## src/rtl/ssd_scan.sv

```systemverilog
// Multiplexed seven-segment scanner with a double-buffered display register.
// New data is committed only at a frame boundary, so a frame never shows mixed data.
module ssd_scan #(
  parameter int DIGITS = 4,
  parameter int DIV    = 50000,
  parameter int HEX_EN = 1
) (
  input  logic                clk,
  input  logic                rst,
  input  logic                en,
  input  logic                load,
  input  logic [4*DIGITS-1:0] value,
  input  logic [DIGITS-1:0]   dp,
  input  logic                blank_lz,
  output logic [6:0]          seg,
  output logic                dp_n,
  output logic [DIGITS-1:0]   an,
  output logic                upd
);

  localparam int CW = (DIV > 1) ? $clog2(DIV) : 1;
  localparam int IW = (DIGITS > 1) ? $clog2(DIGITS) : 1;
  localparam logic [CW-1:0] CNT_LAST = CW'(DIV - 1);
  localparam logic [IW-1:0] IDX_LAST = IW'(DIGITS - 1);
  localparam logic [6:0]    BLANK    = 7'b1111111;

  function automatic logic [6:0] glyph(input logic [3:0] code);
    logic [6:0] g;
    g = BLANK;
    case (code)
      4'd0:  g = 7'b1000000;
      4'd1:  g = 7'b1111001;
      4'd2:  g = 7'b0100100;
      4'd3:  g = 7'b0110000;
      4'd4:  g = 7'b0011001;
      4'd5:  g = 7'b0010010;
      4'd6:  g = 7'b0000010;
      4'd7:  g = 7'b1111000;
      4'd8:  g = 7'b0000000;
      4'd9:  g = 7'b0010000;
      4'd10: g = 7'b0001000;
      4'd11: g = 7'b0000011;
      4'd12: g = 7'b1000110;
      4'd13: g = 7'b0100001;
      4'd14: g = 7'b0000110;
      4'd15: g = 7'b0001110;
    endcase
    if (code > 4'd9 && HEX_EN == 0)
      g = BLANK;
    return g;
  endfunction

  logic [CW-1:0]       cnt_p0;
  logic [IW-1:0]       idx_p0;
  logic [4*DIGITS-1:0] shadow, active;
  logic [DIGITS-1:0]   shadow_dp, active_dp;
  logic                pending;
  logic                tick, wrap, commit;

  assign tick   = en && (cnt_p0 == CNT_LAST);
  assign wrap   = tick && (idx_p0 == IDX_LAST);
  assign commit = wrap && pending;

  // Stage 0: prescaler and digit index; both hold while the display is disabled
  always_ff @(posedge clk or posedge rst) begin
    if (rst) begin
      cnt_p0 <= '0;
      idx_p0 <= '0;
    end else if (en) begin
      cnt_p0 <= tick ? '0 : cnt_p0 + CW'(1);
      if (tick)
        idx_p0 <= wrap ? '0 : idx_p0 + IW'(1);
    end
  end

  // Shadow is always writable; active only changes on a frame wrap.
  // On a coincident load the commit sees the old shadow and pending stays set.
  always_ff @(posedge clk or posedge rst) begin
    if (rst) begin
      shadow    <= '0;
      shadow_dp <= '0;
      active    <= '0;
      active_dp <= '0;
      pending   <= 1'b0;
      upd       <= 1'b0;
    end else begin
      upd <= commit;
      if (commit) begin
        active    <= shadow;
        active_dp <= shadow_dp;
      end
      if (load) begin
        shadow    <= value;
        shadow_dp <= dp;
        pending   <= 1'b1;
      end else if (commit) begin
        pending <= 1'b0;
      end
    end
  end

  logic [DIGITS-1:0] lz;
  logic              run;
  logic [3:0]        nib;
  logic              blanked;
  logic [6:0]        seg_p0;
  logic              dp_n_p0;
  logic [DIGITS-1:0] an_p0;

  always_comb begin
    lz  = '0;
    run = 1'b1;
    for (int i = DIGITS - 1; i >= 1; i--) begin
      run   = run && (active[4*i +: 4] == 4'd0) && !active_dp[i];
      lz[i] = run;
    end
  end

  always_comb begin
    nib     = active[4*int'(idx_p0) +: 4];
    blanked = blank_lz && lz[idx_p0];
    seg_p0  = blanked ? BLANK : glyph(nib);
    dp_n_p0 = blanked ? 1'b1 : ~active_dp[idx_p0];
    an_p0   = '1;
    an_p0[idx_p0] = 1'b0;
  end

  // Stage 1: registered display drive
  always_ff @(posedge clk or posedge rst) begin
    if (rst) begin
      seg  <= BLANK;
      dp_n <= 1'b1;
      an   <= '1;
    end else if (en) begin
      seg  <= seg_p0;
      dp_n <= dp_n_p0;
      an   <= an_p0;
    end else begin
      seg  <= BLANK;
      dp_n <= 1'b1;
      an   <= '1;
    end
  end

endmodule

```

## config.mk

```make
export PLATFORM = sky130hd
export DESIGN_NAME = ssd_scan
export DESIGN_NICKNAME = d
export VERILOG_FILES = /design/src/rtl/ssd_scan.sv
export SDC_FILE = /design/constraint.sdc
export NUM_CORES = 1
export LEC_CHECK = 0
export CELL_PAD_IN_SITES_DETAIL_PLACEMENT = 1
export CELL_PAD_IN_SITES_GLOBAL_PLACEMENT = 2
export CORE_MARGIN = 1
export CORE_UTILIZATION = 34
export CTS_CLUSTER_DIAMETER = 100
export CTS_CLUSTER_SIZE = 30
export DETAILED_ROUTE_END_ITERATION = 12
export PLACE_DENSITY = 0.75
export SYNTH_ARGS = -nofsm -noshare
export SYNTH_HDL_FRONTEND = slang
export SYNTH_SLANG_ARGS = --single-unit
```

## constraint.sdc

```tcl
create_clock -name clk -period 2.28 [get_ports clk]
set_clock_uncertainty 0.2 [all_clocks]
set_input_delay 0.228 -clock clk [delete_from_list [all_inputs] [get_ports clk]]
set_output_delay 0.228 -clock clk [all_outputs]
set_load 0.02 [all_outputs]
```

### Word level (Yosys, flattened, before mapping)

Memories as Yosys holds them, arrays and structs flattened.
Index checks and enable logic that the tools add are counted.

| operators by class | value |
|---|---|
| add/sub/neg operators | 2 |
| $lt $le $gt $ge | 2 |
| eq/ne operators | 2 |
| shifts and indexed selects | 1 |
| multiplexer cells | 15 |
| bitwise logic cells | 2 |
| reductions and logical operators | 18 |

Operator list:

| kind | number |
|---|---|
| $add A16 B1 Y16 const B | 1 |
| $eq A16 B16 Y1 const B | 1 |
| $mux W16 | 1 |
| $shiftx A16 B5 Y4 | 1 |
| $mux W7 | 2 |
| $logic_not A4 Y1 | 3 |
| $logic_and A1 B1 Y1 | 10 |
| $mux W1 | 7 |
| $bmux W1 S2 | 2 |
| $mux W4 | 1 |
| $not A4 Y4 | 1 |
| $logic_not A1 Y1 | 3 |
| $lt A2 B3 Y1 const B | 1 |
| $add A2 B1 Y2 const B | 1 |
| $demux W1 S2 | 1 |
| $eq A2 B2 Y1 const B | 1 |
| $ge A2 B1 Y1 const B | 1 |
| $mux W2 | 1 |
| $reduce_and A2 Y1 | 1 |
| $reduce_bool A2 Y1 | 1 |
| $not A1 Y1 | 1 |

| storage, ports and cells | value |
|---|---|
| register bits after elaboration | 72 |
| bits in read-only memories | 112 |
| input bits | 25 |
| logic and storage cells | 54 |
| memories kept | 1 |

Memory list:

| name | words | bits a word | rd ports | clocked after memory_dff | wr ports | line | text |
|---|---|---|---|---|---|---|---|
| (no name shown) | 16 | 7 | 1 | 0 | 0 | 30 | `case (code)` |

### Depth between registers and ports, before layout

| logic depth | value |
|---|---|
| depth in word-level cells | 11 |
| mapped depth | 8 |
| mapped depth without buffers | 7 |

### Worst setup path before layout

OpenSTA, ideal clock, no wires.

| timing path | value |
|---|---|
| path kind | register to register |
| start | register idx_p0[0] |
| end | register seg[3] |
| arrival time | 1988 ps |
| slack | 1 ps |
| stages on the path, launching flop included | 8 |
| path buffers | 1 |
| clock period less this slack | 2279 ps |
| path through | dfrtp_1 -> buf_6 -> mux4_1 -> inv_1 -> ha_1 -> inv_1 -> mux4_2 -> nand2b_1 |

| between the ends | value |
|---|---|
| longest elaborated chain between the ends | 5 |
| elaborated cells between the ends (all ways) | 7 |

Ends and longest elaborated chain:

| what | line | text |
|---|---|---|
| start, declared | 54 | `logic [IW-1:0] idx_p0;` |
| start signal, assigned | 72 | `idx_p0 <= wrap ? '0 : idx_p0 + IW'(1);` |
| parallel branches: the longest is 3 deep, another holds $mem_v2 Z16 W7 | n/a |  |
| $mux W7 * | 122 | `seg_p0 = blanked ? BLANK : glyph(nib);` |
| $mux W7 * | 134 | `end else if (en) begin` |
| end signal, assigned | 135 | `seg <= seg_p0;` |
| end, declared | 15 | `output logic [6:0] seg,` |

Mark *: on every way between the ends. The select of a mux whose other input is x is not followed.
A chain may end at the register's enable or synchronous reset.

### Final worst setup path

Same ends and word-level chain as after synthesis.

==> summary.md <==
| Metric | Value |
|---|---|
| Slowest CP cell | `mux4_2` |
| Post-synthesis sequential area ratio | `0.548` |
| Vias in the first global route | `2406` |
| Simple logic cell fraction of the synthesized area | `0.104` |
| Tot Pwr | `3.05 mW` |
| Final HPWL DP | `5000 um` |
| Setup WS pre-CTS | `-0.0250 ns` |
| Pre-Repair DR Iteration Count | `4` |
| Number of synthesized flops with an enable pin | `0` |
| GR Util All Layers | `0.162` |
| Total negative slack | `0 ns` |
| Post-synth top cells | `dfrtp_1 (60), mux2_2 (41), nand2_1 (24)` |
| Root Driver | `clkbuf_8` |
| Largest cells by area after synthesis | `dfrtp_1 (45%), mux2_2 (14%), dfstp_2 (9.5%)` |
| Final Hold Viols | `0` |
| Wire length of the first global-routing pass | `12300 um` |
| Post-route DRC | `0` |
| Crit-path cells | `mux4_2, inv_2, buf_4, ha_1, mux4_2, nand2b_1` |
| DR vias | `2213` |
| Worst endpoint data arrival time | `2.25 ns` |
| Die Wd | `101 um` |
| Final Slew Violations | `0` |
| # IOs | `38` |
| Yosys warnings | `0` |
| Register area | `1820 sq um` |
| Final period util | `0.959` |
| Area added between synthesis and finish | `30.2%` |
| CTS tree | `yes` |
| Mapped Area | `3310 sq um` |
| CP most frequent cell | `mux4_2` |
| Leak | `1.94 nW` |
| Cells after synthesis | `261` |
| Syn nets | `297` |
| Initial core utilization | `0.355` |
| Pwr/cell area | `708 nW/um^2` |
| Layout cell share with drive strength beyond 1 | `0.336` |
| Worst setup path category | `reg -> reg` |
| Core ar. | `9330 sq um` |
| H-tree Lvls | `3` |
| Site Rows | `35` |
| Maximum clock frequency | `0.457 GHz` |
| Longest Clk Path Bufs | `2` |
| Num CTS Buffers | `9` |
| XOR/XNOR Fraction of Synth Area | `0.0344` |
| Synth Area in Compound Gates | `0.0442` |
| Placer Congestion | `0.821` |
| Max-cap violation count | `0` |
| Count leader, synth | `dfrtp_1` |
| Antenna violations before repair | `0` |
| Most used DFF post-synth | `dfrtp_1` |
| Detailed Route WL | `7140 um` |
| 1st-iter DRT viols | `66` |
| RSZ-0062 raised after global routing | `no` |
| Yosys reg bits | `72` |
| Required @ worst endpoint | `2.34 ns` |
| Clock transition at path regs | `0.08 ns` |
| Die height | `101 um` |
| Relative slew slack | `0.560` |
| Final setup viols | `0` |
| Routed length per instance | `15.4 um` |
| Area of the die | `10100 sq um` |
| Mux cell area share after synthesis | `0.200` |
| CTS Sinks | `72` |
| CP peak stage delay | `0.48 ns` |
| Share of the synthesized area in the top cell type | `0.453` |
| Distinct cell type count after synthesis | `40` |
| Worst slew pin tran | `0.659 ns` |
| Total gr overflow | `0` |
| Setup ws final | `0.0935 ns` |
| Min cycle time layout | `2.19 ns` |
| Area leader, netlist | `dfrtp_1` |
| Adder-Cell Fraction of Synth Area | `0.0415` |
| VDD IR-drop max | `0.393 mV` |
| Fillers | `999` |
| Largest net degree at the start of global routing | `73` |
| Clk Latency, worst-skew pair | `0.35 ns` |
| Largest family of logic cells by synthesized area | `multiplexers` |
| N_diodes | `0` |
| Cts hold-fix bufs | `0` |
| Worst-path fanout max | `4` |
| Port Buffers | `37` |
| Routed Antenna Nets | `0` |
| Via density | `4.79` |
| HP Class | `in -> async` |
| Multi-input gate area | `1420 sq um` |
| Critical Path Source Type | `flop` |
| Outcome | `complete, no violations` |
| Crit path capture type | `flop` |
| Synth async-reset ratio | `1.00` |
| Avg Cell Area, Syn | `12.7 sq um` |
| Total Nets Final | `364` |
[cell families (layout without fill, tap and decap cells)]
| kind of cell | after synthesis | in the layout |
|---|---|---|
| mux | 54 | 54 |
| fa+ha+maj | 11 | 11 |
| compound gates | 21 | 21 |
| flops | 72 | 72 |
| xor+xnor | 13 | 13 |
| simple gates | 70 | 70 |
| buf+inv | 20 | 92 |
[final cells by class]
cell class / count / area share
Tap cell: 129 / 0.0374
Clock buffer: 9 / 0.0287
Timing Repair Buffer: 66 / 0.142
Multi-Input combinational cell: 169 / 0.328
Sequential cell: 72 / 0.421
Inverter: 10 / 0.00928
Clock inverter: 7 / 0.0331
[state kept, by name, summed over array words and instances (netlist names)]
register   cells
shadow        16
pending        1
shadow_dp      4
active_dp      4
active        16
dp_n           1
cnt_p0        16
idx_p0         2
seg            7
upd            1
an             4
[worst max-delay path, delay by kind of cell, from the launching register on]
kind          cells  cell delay [ns]
mux               2             0.88
simple gates      1             0.17
flops             1             0.44
buf+inv           2             0.21
fa+ha+maj         1             0.20
[power by group]
part	internal [mW]	switching (mW)
logic	0.165	0.121
clock network	0.841	0.502
registers	1.37	0.0595
[what timing repair did]
item                                    CTS  global route
pin swaps                                 0             1
endpoints found under the setup margin    2            22
setup buffers                             0             1
resized for setup                         4             6
[layout by cell type (no fill, tap or decap), types with 2 or more instances in the layout]
cell type        instances
clkbuf_8                 9
buf_4                   27
inv_2                    2
and4_1                   3
mux4_2                   5
o21ai_0                  6
dfstp_2                 12
nand2_1                 24
nor3_1                   4
nand4_1                  4
inv_1                    7
and3_1                   4
xor2_1                   5
o311ai_0                 2
ha_1                     8
mux2_2                  41
nor2_1                  11
mux2i_1                  8
buf_12                   2
nor4_1                   2
clkdlybuf4s50_1         37
o221ai_1                 3
or3_1                    2
xnor2_1                  8
bufinv_16                4
ha_2                     2
dfrtp_1                 59
nand3_1                 11
[metrics by stage]
step | std cells | area, sq um | hold WS [ns] | util
after floorplan | 261 | 3310 | 0.180 | -
after global placement | 445 | 4030 | 0.258 | 0.432
after detailed placement | 445 | 4030 | 0.275 | 0.432
after CTS | 461 | 4280 | 0.0916 | 0.459
after global routing | 462 | 4320 | 0.120 | 0.463
final | 462 | 4320 | 0.0692 | 0.463
[final timing paths]
check	startpoint	end	slack, ns	cells past startpoint
setup / recovery	idx_p0[0]	seg[3]	0.09	6
hold / removal	rst	shadow[7]	0.07	3
setup reg to reg	idx_p0[0]	seg[3]	0.09	6
hold reg to reg	cnt_p0[15]	cnt_p0[15]	0.28	1
max in group asynchronous	rst	dp_n	1.45	3
min in group clk	value[14]	shadow[14]	0.28	2
[metal layers]
layer  vias up  track usage  wire length (um)
met1      1091        0.218              3400
li1       1064            -                 -
met4         0       0.0569               135
met3        11       0.0430               257
met2        47        0.251              3340
met5         -            0                 0
Power figures use the tool's default switching activity.
